==> config.mk <==
export PLATFORM = sky130hd
export DESIGN_NAME = mem_stage_flat
export DESIGN_NICKNAME = d
export VERILOG_FILES = /design/src/rtl/mem_stage_pkg.sv /design/src/rtl/mem_stage_if.sv /design/src/rtl/mem_stage_load_align.sv /design/src/rtl/mem_stage.sv /design/src/flat_wrapper.sv
export SDC_FILE = /design/constraint.sdc
export NUM_CORES = 1
export LEC_CHECK = 0
export CAP_MARGIN = 40
export CORE_AREA = 2 2 156 158
export CTS_CLUSTER_SIZE = 14
export DETAILED_ROUTE_END_ITERATION = 10
export DIE_AREA = 0 0 158 160
export PLACE_DENSITY_LB_ADDON = 0.12
export SKIP_LAST_GASP = 1
export SLEW_MARGIN = 20
export SYNTH_ARGS = -nofsm -noshare
export SYNTH_HDL_FRONTEND = slang
export SYNTH_SLANG_ARGS = --single-unit
==> constraint.sdc <==
create_clock -name clk -period 7.6 [get_ports clk]
set_input_delay 1.14 -clock clk [delete_from_list [all_inputs] [get_ports clk]]
set_output_delay 1.14 -clock clk [all_outputs]
set_load 0.01 [all_outputs]
==> src/rtl/mem_stage_pkg.sv <==
// Shared header for the memory-access stage: bus layouts, widths and load_op codes.
package mem_stage_pkg;

    localparam int unsigned DATA_WD  = 32;
    localparam int unsigned DEST_WD  = 5;
    localparam int unsigned LOP_WD   = 3;

    localparam logic [LOP_WD-1:0] LOP_NONE = 3'd0;
    localparam logic [LOP_WD-1:0] LOP_LB   = 3'd1;
    localparam logic [LOP_WD-1:0] LOP_LBU  = 3'd2;
    localparam logic [LOP_WD-1:0] LOP_LH   = 3'd3;
    localparam logic [LOP_WD-1:0] LOP_LHU  = 3'd4;
    localparam logic [LOP_WD-1:0] LOP_LW   = 3'd5;

    typedef struct packed {
        logic               inst2_valid;
        logic               inst2_gr_we;
        logic [DEST_WD-1:0] inst2_dest;
        logic [DATA_WD-1:0] inst2_alu_result;
        logic [DATA_WD-1:0] inst2_pc;
        logic               inst1_mem_req;
        logic [LOP_WD-1:0]  inst1_load_op;
        logic               inst1_gr_we;
        logic [DEST_WD-1:0] inst1_dest;
        logic [DATA_WD-1:0] inst1_alu_result;
        logic [DATA_WD-1:0] inst1_pc;
    } es_to_ms_bus_t;

    typedef struct packed {
        logic               inst2_valid;
        logic               inst2_gr_we;
        logic [DEST_WD-1:0] inst2_dest;
        logic [DATA_WD-1:0] inst2_final_result;
        logic [DATA_WD-1:0] inst2_pc;
        logic               inst1_gr_we;
        logic [DEST_WD-1:0] inst1_dest;
        logic [DATA_WD-1:0] inst1_final_result;
        logic [DATA_WD-1:0] inst1_pc;
    } ms_to_ws_bus_t;

    // Field order seen by decode; ms_valid is the MSB.
    typedef struct packed {
        logic               ms_valid;
        logic               inst1_gr_we;
        logic [DEST_WD-1:0] inst1_dest;
        logic [DATA_WD-1:0] inst1_final_result;
        logic               inst1_fwd_ok;
        logic               inst2_we;
        logic [DEST_WD-1:0] inst2_dest;
        logic [DATA_WD-1:0] inst2_final_result;
    } ms_forward_bus_t;

    localparam int unsigned ES_TO_MS_BUS_WD   = $bits(es_to_ms_bus_t);
    localparam int unsigned MS_TO_WS_BUS_WD   = $bits(ms_to_ws_bus_t);
    localparam int unsigned MS_FORWARD_BUS_WD = $bits(ms_forward_bus_t);

endpackage

==> src/rtl/mem_stage_if.sv <==
// Handshake, payload and data-SRAM response signals around the memory-access stage.
interface mem_stage_if;
    import mem_stage_pkg::*;

    logic            es_to_ms_valid;
    es_to_ms_bus_t   es_to_ms_bus;
    logic            ms_allowin;
    logic            ws_allowin;
    logic            ms_to_ws_valid;
    ms_to_ws_bus_t   ms_to_ws_bus;
    logic            data_sram_data_ok;
    logic [31:0]     data_sram_rdata;
    ms_forward_bus_t ms_forward_bus;

    modport master (
        input  es_to_ms_valid, es_to_ms_bus, ws_allowin, data_sram_data_ok, data_sram_rdata,
        output ms_allowin, ms_to_ws_valid, ms_to_ws_bus, ms_forward_bus
    );

    modport slave (
        output es_to_ms_valid, es_to_ms_bus, ws_allowin, data_sram_data_ok, data_sram_rdata,
        input  ms_allowin, ms_to_ws_valid, ms_to_ws_bus, ms_forward_bus
    );

endinterface

==> src/rtl/mem_stage_load_align.sv <==
// Picks the addressed byte/half of a little-endian load word and extends it to 32 bits.
module mem_stage_load_align
    import mem_stage_pkg::*;
(
    input  logic [DATA_WD-1:0] raw_word,
    input  logic [1:0]         addr,
    input  logic [LOP_WD-1:0]  load_op,
    output logic [DATA_WD-1:0] result
);

    logic [7:0]  byte_sel;
    logic [15:0] half_sel;

    always_comb begin
        byte_sel = raw_word[{addr, 3'b000} +: 8];
        half_sel = addr[1] ? raw_word[31:16] : raw_word[15:0];
        case (load_op)
            LOP_LB:  result = {{24{byte_sel[7]}}, byte_sel};
            LOP_LBU: result = {24'h000000, byte_sel};
            LOP_LH:  result = {{16{half_sel[15]}}, half_sel};
            LOP_LHU: result = {16'h0000, half_sel};
            default: result = raw_word;
        endcase
    end

endmodule

==> src/rtl/mem_stage.sv <==
// Memory-access stage: holds one instruction pair, waits for slot-1 load data, forwards results.
// Optional feature macro: MS_FWD_LOAD_EN (forward load data to decode in the data_ok cycle).
module mem_stage
    import mem_stage_pkg::*;
(
    input  logic            clk,
    input  logic            reset,
    mem_stage_if.master     ms
);

    logic               ms_valid;
    logic               buf_valid;
    es_to_ms_bus_t      es_r;
    logic [DATA_WD-1:0] rdata_buf;

    logic               wait_data;
    logic               data_ok_take;
    logic               ms_ready_go;
    logic               pair_leaves;
    logic               inst1_fwd_ok;
    logic [DATA_WD-1:0] raw_word;
    logic [DATA_WD-1:0] load_result;
    logic [DATA_WD-1:0] inst1_final_result;
    logic [DATA_WD-1:0] fwd_inst1_result;

    // A response only counts while a load is pending and nothing is buffered yet.
    assign wait_data    = ms_valid & es_r.inst1_mem_req & (es_r.inst1_load_op != LOP_NONE);
    assign data_ok_take = ms.data_sram_data_ok & wait_data & ~buf_valid;
    assign ms_ready_go  = ~wait_data | data_ok_take | buf_valid;

    assign ms.ms_allowin     = ~ms_valid | (ms_ready_go & ms.ws_allowin);
    assign ms.ms_to_ws_valid = ms_valid & ms_ready_go;
    assign pair_leaves       = ms.ms_to_ws_valid & ms.ws_allowin;

    always_ff @(posedge clk) begin
        if (reset) begin
            ms_valid  <= 1'b0;
            buf_valid <= 1'b0;
        end else begin
            if (ms.ms_allowin) begin
                ms_valid <= ms.es_to_ms_valid;
            end
            if (pair_leaves) begin
                buf_valid <= 1'b0;
            end else if (data_ok_take & ~ms.ws_allowin) begin
                buf_valid <= 1'b1;
            end
        end
    end

    // Payload registers carry no reset; ms_valid/buf_valid qualify them.
    always_ff @(posedge clk) begin
        if (ms.es_to_ms_valid & ms.ms_allowin) begin
            es_r <= ms.es_to_ms_bus;
        end
        if (data_ok_take & ~ms.ws_allowin) begin
            rdata_buf <= ms.data_sram_rdata;
        end
    end

    assign raw_word = buf_valid ? rdata_buf : ms.data_sram_rdata;

    mem_stage_load_align u_load_align (
        .raw_word (raw_word),
        .addr     (es_r.inst1_alu_result[1:0]),
        .load_op  (es_r.inst1_load_op),
        .result   (load_result)
    );

    assign inst1_final_result = wait_data ? load_result : es_r.inst1_alu_result;

`ifdef MS_FWD_LOAD_EN
    assign inst1_fwd_ok     = ~wait_data | data_ok_take | buf_valid;
    assign fwd_inst1_result = inst1_final_result;
`else
    // Decode never consumes load data from here, so keep rdata off the forward path.
    assign inst1_fwd_ok     = ~wait_data;
    assign fwd_inst1_result = es_r.inst1_alu_result;
`endif

    always_comb begin
        ms.ms_to_ws_bus.inst2_valid        = es_r.inst2_valid;
        ms.ms_to_ws_bus.inst2_gr_we        = es_r.inst2_gr_we;
        ms.ms_to_ws_bus.inst2_dest         = es_r.inst2_dest;
        ms.ms_to_ws_bus.inst2_final_result = es_r.inst2_alu_result;
        ms.ms_to_ws_bus.inst2_pc           = es_r.inst2_pc;
        ms.ms_to_ws_bus.inst1_gr_we        = es_r.inst1_gr_we;
        ms.ms_to_ws_bus.inst1_dest         = es_r.inst1_dest;
        ms.ms_to_ws_bus.inst1_final_result = inst1_final_result;
        ms.ms_to_ws_bus.inst1_pc           = es_r.inst1_pc;
    end

    always_comb begin
        ms.ms_forward_bus.ms_valid           = ms_valid;
        ms.ms_forward_bus.inst1_gr_we        = es_r.inst1_gr_we;
        ms.ms_forward_bus.inst1_dest         = es_r.inst1_dest;
        ms.ms_forward_bus.inst1_final_result = fwd_inst1_result;
        ms.ms_forward_bus.inst1_fwd_ok       = inst1_fwd_ok;
        ms.ms_forward_bus.inst2_we           = es_r.inst2_gr_we & es_r.inst2_valid;
        ms.ms_forward_bus.inst2_dest         = es_r.inst2_dest;
        ms.ms_forward_bus.inst2_final_result = es_r.inst2_alu_result;
    end

endmodule

==> src/flat_wrapper.sv <==
// flat-port wrapper written by rule: the top's interface ports become plain ports
module mem_stage_flat import mem_stage_pkg::*;
  (clk, reset, ms_es_to_ms_valid, ms_es_to_ms_bus, ms_ws_allowin, ms_data_sram_data_ok, ms_data_sram_rdata, ms_ms_allowin, ms_ms_to_ws_valid, ms_ms_to_ws_bus, ms_ms_forward_bus);
  mem_stage_if ms_i ();
  input  logic clk;
  input  logic reset;
  input wire logic [$bits(ms_i.es_to_ms_valid)-1:0] ms_es_to_ms_valid;
  input wire logic [$bits(ms_i.es_to_ms_bus)-1:0] ms_es_to_ms_bus;
  input wire logic [$bits(ms_i.ws_allowin)-1:0] ms_ws_allowin;
  input wire logic [$bits(ms_i.data_sram_data_ok)-1:0] ms_data_sram_data_ok;
  input wire logic [$bits(ms_i.data_sram_rdata)-1:0] ms_data_sram_rdata;
  output wire logic [$bits(ms_i.ms_allowin)-1:0] ms_ms_allowin;
  output wire logic [$bits(ms_i.ms_to_ws_valid)-1:0] ms_ms_to_ws_valid;
  output wire logic [$bits(ms_i.ms_to_ws_bus)-1:0] ms_ms_to_ws_bus;
  output wire logic [$bits(ms_i.ms_forward_bus)-1:0] ms_ms_forward_bus;
  assign ms_i.es_to_ms_valid = ms_es_to_ms_valid;
  assign ms_i.es_to_ms_bus = ms_es_to_ms_bus;
  assign ms_i.ws_allowin = ms_ws_allowin;
  assign ms_i.data_sram_data_ok = ms_data_sram_data_ok;
  assign ms_i.data_sram_rdata = ms_data_sram_rdata;
  assign ms_ms_allowin = ms_i.ms_allowin;
  assign ms_ms_to_ws_valid = ms_i.ms_to_ws_valid;
  assign ms_ms_to_ws_bus = ms_i.ms_to_ws_bus;
  assign ms_ms_forward_bus = ms_i.ms_forward_bus;
  mem_stage u_core (.clk(clk), .reset(reset), .ms(ms_i));
endmodule
# Word-level counts from Yosys, hierarchy flattened
# Index checks and enable logic that the tools add are counted.
# classes
eq_ne,4
shifts,1
mux,4
bitwise_logic,17
n_reduce_logical,2
# op_table
op,n
32-bit one-hot mux with 4 select lines,1
32-bit two-way mux,2
32-bit by 6-bit indexed part select with 8-bit output,1
16-bit two-way mux,1
1-bit bitwise AND,10
3-bit by 2-bit == test with 1-bit output (second input constant),2
1-bit NOT,4
3-bit by 1-bit == test with 1-bit output (second input constant),1
3-bit == test (second input constant),1
1-bit bitwise OR,3
3-bit nonzero test,1
2-bit OR reduction,1
# totals
word_cells,42
register_bits,179
output_inout_bits,221
input_bits,182

# Depth between registers and ports, before layout
# logic_depth
word_depth,9
ltp_mapped,8
mapped_depth_nobuf,6

# By module
# A second synthesis with hierarchy kept.
# unflattened
hier_cells,572
area_unflattened_um2,8498.2
# by_module_without_submodules
module,cells_each,area_per_inst_um2,seq_area_each_um2,n_inst
mem_stage,452,7648.6,5355.1,1
mem_stage_load_align,120,849.6,0.0,1

# Least setup slack after synthesis
# OpenSTA, ideal clock, no wires.
# synth_timing
kind,reg-to-reg
start,register u_core.es_r[70] (netlist bit)
end,"register u_core.es_r[70] (netlist bit), enable pin"
stages_incl_launch_ff,9
arrival_time_ns,4.924
required_time_ns,7.079
n_path_buf,2
slack_ns,2.155
period_less_slack_ns,5.445
setup_time_ns,0.521
cell_sequence,edfxtp_1 -> buf_2 -> or3_1 -> buf_2 -> nor2b_4 -> inv_6 -> nor3_1 -> o21ai_1 -> and2_1
# synth_via
elab_chain_len,9
elab_cells_between_ends,10
cone_classes,9 x bitwise; 1 x reduce/logical
# synth_lines
element,line_no,rtl
start: declaration,mem_stage.sv:13,es_to_ms_bus_t es_r;
start signal: assignment,mem_stage.sv:54,es_r <= ms.es_to_ms_bus;
3-bit nonzero test *,mem_stage.sv:27,assign wait_data = ms_valid & es_r.inst1_mem_req & (es_r.inst1_load_op != LOP_NONE);
1-bit bitwise AND *,mem_stage.sv:27,
1-bit bitwise AND (2 in series),mem_stage.sv:28,assign data_ok_take = ms.data_sram_data_ok & wait_data & ~buf_valid;
1-bit bitwise OR * (2 in series),mem_stage.sv:29,assign ms_ready_go = ~wait_data | data_ok_take | buf_valid;
1-bit bitwise AND *,mem_stage.sv:31,assign ms.ms_allowin = ~ms_valid | (ms_ready_go & ms.ws_allowin);
1-bit bitwise OR *,mem_stage.sv:31,
via ms_ms_allowin,flat_wrapper.sv:12,output wire logic [$bits(ms_i.ms_allowin)-1:0] ms_ms_allowin;
1-bit bitwise AND *,mem_stage.sv:53,if (ms.es_to_ms_valid & ms.ms_allowin) begin
# The timed path passes the listed nets; every way through them passes the cells marked *.
# A chain may end at the register's enable or synchronous reset.

# Final worst setup path
# layout_timing
start,input port ms_data_sram_rdata[31]
end,output port ms_ms_to_ws_bus[48]
# layout_via
elab_chain_len,4
elab_cells_between_ends,5
cone_classes,1 x shift; 4 x mux
# layout_lines
element,line_no,rtl
start: declaration,flat_wrapper.sv:11,input wire logic [$bits(ms_i.data_sram_rdata)-1:0] ms_data_sram_rdata;
32-bit two-way mux *,mem_stage.sv:61,assign raw_word = buf_valid ? rdata_buf : ms.data_sram_rdata;
32-bit by 6-bit indexed part select with 8-bit output / 16-bit two-way mux (equally long branches),"mem_stage_load_align.sv:15, mem_stage_load_align.sv:16",
32-bit one-hot mux with 4 select lines *,mem_stage_load_align.sv:17,case (load_op)
32-bit two-way mux *,mem_stage.sv:70,assign inst1_final_result = wait_data ? load_result : es_r.inst1_alu_result;
end: declaration,flat_wrapper.sv:14,output wire logic [$bits(ms_i.ms_to_ws_bus)-1:0] ms_ms_to_ws_bus;
# Mark *: on every way between the ends. The rest lies on a longest branch, timed or not.

==> results.yml <==
power_and_ir_drop:
  static-leakage-power_nw: 4.19
  pnr_total_power_mw: 2.48
  power-per-cell-area_nw_per_um2: 202
  vdd_ir_drop_max_uv: 126
clocking:
  cts_tree: "yes"
  path_clk_slew_ns: 0.08
  htree_num_levels: 4
  resized_gates_after_cts: 0
  clock_sink_total: 179
  post-cts-setup-buffer-count: 0
  cts_root_buf: "sky130_fd_sc_hd__clkbuf_16"
  cts.path.max_buffers: 2
  hold_buffers: 0
  insertion_delay_ns: 0.42
  numCtsBuffers: 17
worst_setup_path:
  crit_path_frequent_cell: "sky130_fd_sc_hd__clkdlybuf4s50_1"
  start_to_end_type_of_the_worst_setup_path: "in -> out"
  setup.worst_path.end_class: "output pin"
  slowest_delay_ns: 0.69
  worst-endpoint-required_ns: 6.46
  setup.worst_path.start: "ms_data_sram_rdata[31]"
  crit_path_start_kind: "input pin"
  crit_fanout: 16
  worstRegToRegCells: 9
  timing.critical_path.cells: "clkdlybuf4s50_1 > mux2i_1 > mux4_2 > nor3b_4 > a221o_1 > clkdlybuf4s50_1"
  crit_end: "ms_ms_to_ws_bus[48]"
  reg2reg_slack_ns: 3.85
  timing.rr.start: "u_core.es_r[71]"
  terminus_of_the_critical_flop_to_flop_path: "u_core.ms.ms_to_ws_bus[17]"
  cpMaxStageDelayCell: "sky130_fd_sc_hd__nor3b_4"
  worstPathArrival_ns: 3.74
timing:
  timing_max_transition_violations_final: 0
  final.setup_skew_ns: 0.0114
  timing.setup.tns_ns: 0
  final.hold.worst_slack_ns: 0.596
  layout_setup_ws_ns: 2.72
  grt_setup_unrepaired: "false"
  max_slew_margin_pct: 46.4
  fin_crit_ns: 4.88
  number_of_failing_setup_endpoints_in_the_final_timing_report: 0
  finalHoldViolations: 0
  timing.final.crit_share_pct: 64.2
  tightest_slew_ns: 0.804
  timing.fmax_mhz: 205
global_routing:
  grt.busiest_layer: "met2"
  overflow: 0
  grt_util_all_layers_pct: 19.4
  met1_usage_pct: 21.9
  grt_antenna_before_repair: 2
  grt_max_degree: 59
  grt_pass1_vias: 5538
  grt_first_pass_wirelength_um: 35700
  grt_util_met3_pct: 7.71
  global_routing_met2_resource_utilization_pct: 33.3
synthesis:
  ys_seq_elements: 179
  mappedNetlistArea_um2: 8640
  synthesis.area_per_instance_um2: 15.4
  synthesis.instances: 563
  synth_async_sr_flop_share_pct: 0
  synth-seq-area-share_pct: 62.0
  ys.flop_type: "sky130_fd_sc_hd__edfxtp_1"
  synth_edf_count: 177
  synthesis.yosys.warnings: 0
  synth_fp_nets: 745
  synth_cell_type_count: 45
route:
  detail_routed_net_length_per_standard_cell_um: 22.0
  drt_first_pass_iters: 4
  drt-initial-drc-count: 346
  wirelength_um: 24700
  drt.antenna.violating_nets: 0
  drc: 0
  dr_total_vias: 5306
  post_drt_via_cell_ratio: 4.73
finish:
  commonest_non_fill_non_tap_cell_in_the_layout: "sky130_fd_sc_hd__clkdlybuf4s50_1"
  finish.net_count: 967
  most_frequent_cells_in_the_layout: "sky130_fd_sc_hd__clkdlybuf4s50_1, sky130_fd_sc_hd__edfxtp_1, sky130_fd_sc_hd__mux2_2"
  post_route_cells_drive_above_1_share_pct: 12.4
  area_growth_syn_to_layout_pct: 42.1
  final_design_area_no_fill_um2: 12300
  antenna_cells: 0
hold_path:
  min_from: "u_core.ms_valid"
  worst_hold_path_type: "reg -> reg"
die:
  die_area_um2: 25300
  placement_rows: 57
  floorplan.initialDensity_pct: 36.3
  design.portCount: 403
  fp.dieH_um: 160
  die_width_um: 158
  floorplan.core_area_um2: 23800
placement:
  detailed_place.area_um2: 11600
  worst_setup_slack_before_clock_tree_synthesis_ns: 2.73
  gp_routability_congestion: 0.811
  numPortBuffers: 402
  place_hpwl_um: 18900
run_status:
  result_of_the_run: "finished clean"
run:
  drv.max_cap_violation_count: 0
-- routing by layer --
metal  part of all wire (%)  wire (um)  vias to the layer above
met5                   0.12         30                        -
met4                    2.6        636                        4
met3                    9.9       2430                       30
met2                     53      13000                      277
met1                     35       8610                     2613
li1                       -          -                     2382
-- registers in the layout (all words and copies together) (netlist names) --
signal                    cells
u_core.buf_valid              1
u_core.es_r                   4
u_core.fwd_inst1_result      32
u_core.ms.ms_forward_bus     43
u_core.ms.ms_to_ws_bus       66
u_core.ms_valid               1
u_core.rdata_buf             32
-- final cells by class --
| cell class | count | area, um2 |
|---|---|---|
| Fill cell | 2026 | 11500 |
| Multi-Input combinational cell | 172 | 1740 |
| Inverter | 3 | 16.3 |
| Clock buffer | 18 | 429 |
| Sequential cell | 179 | 5360 |
| Timing Repair Buffer | 412 | 4160 |
| Clock inverter | 14 | 178 |
| Tap cell | 324 | 405 |
-- worst min-delay path by stage --
| stage | to | slack [ns] | cells after the start |
|---|---|---|---|
| after CTS | u_core.ms_valid | 0.60 | 2 |
| after global routing | u_core.ms_valid | 0.63 | 2 |
| after detailed placement | u_core.ms_valid | 0.58 | 2 |
| after floorplan | u_core.ms_valid | 0.61 | 2 |
| final | u_core.ms_valid | 0.60 | 2 |
| after global placement | u_core.ms_valid | 0.57 | 2 |
-- through the flow --
step	cells	utilization [%]
final	1122	51.6
after global routing	1122	51.6
after CTS	1120	51.3
after detailed placement	1088	48.8
after global placement	1085	48.6
after floorplan	563	-
-- cell families (layout without fill, tap and decap cells) --
family,count (synthesis),in the layout,share of synthesized area (%)
mux,63,63,11.1
flops,179,179,62.0
xor+xnor,1,1,0.101
buf+inv,212,447,18.1
simple gates,49,49,3.11
compound gates,59,59,5.67
-- power breakdown --
part           internal, mW  switching, mW  leakage, nW  total (mW)
Sequential             1.15         0.0253         1.71        1.17
Clock                 0.449          0.442        0.293       0.891
Combinational         0.252          0.164         2.19       0.417
-- cells in the mapped netlist (2+ instances only) --
master | number | share of area, %
sky130_fd_sc_hd__clkbuf_1 | 2 | 0.087
sky130_fd_sc_hd__mux4_2 | 22 | 5.7
sky130_fd_sc_hd__mux2i_1 | 15 | 1.7
sky130_fd_sc_hd__nor2_1 | 18 | 0.78
sky130_fd_sc_hd__buf_6 | 5 | 0.65
sky130_fd_sc_hd__a221oi_1 | 12 | 1.2
sky130_fd_sc_hd__buf_4 | 189 | 16
sky130_fd_sc_hd__a31oi_1 | 3 | 0.22
sky130_fd_sc_hd__nand2b_1 | 4 | 0.29
sky130_fd_sc_hd__nand2_1 | 11 | 0.48
sky130_fd_sc_hd__a31o_2 | 2 | 0.20
sky130_fd_sc_hd__buf_2 | 12 | 0.69
sky130_fd_sc_hd__nor2b_1 | 4 | 0.29
sky130_fd_sc_hd__a32oi_1 | 2 | 0.20
sky130_fd_sc_hd__mux2_2 | 24 | 3.1
sky130_fd_sc_hd__o211ai_1 | 3 | 0.26
sky130_fd_sc_hd__a21oi_1 | 10 | 0.58
sky130_fd_sc_hd__inv_1 | 2 | 0.087
sky130_fd_sc_hd__dfxtp_1 | 2 | 0.46
sky130_fd_sc_hd__o21ai_0 | 2 | 0.12
sky130_fd_sc_hd__and2_1 | 3 | 0.22
sky130_fd_sc_hd__a221o_1 | 16 | 1.9
sky130_fd_sc_hd__nand3b_1 | 2 | 0.17
sky130_fd_sc_hd__edfxtp_1 | 177 | 61
-- critical path: cells and delay by family --
kind	cells	cell delay [ns]
AOI/OAI and AO/OA	1	0.24
and+or+nand+nor	1	0.69
buffers and inverters	2	1.06
muxes	2	0.60
No activity file was read; power rests on OpenSTA's default activity.
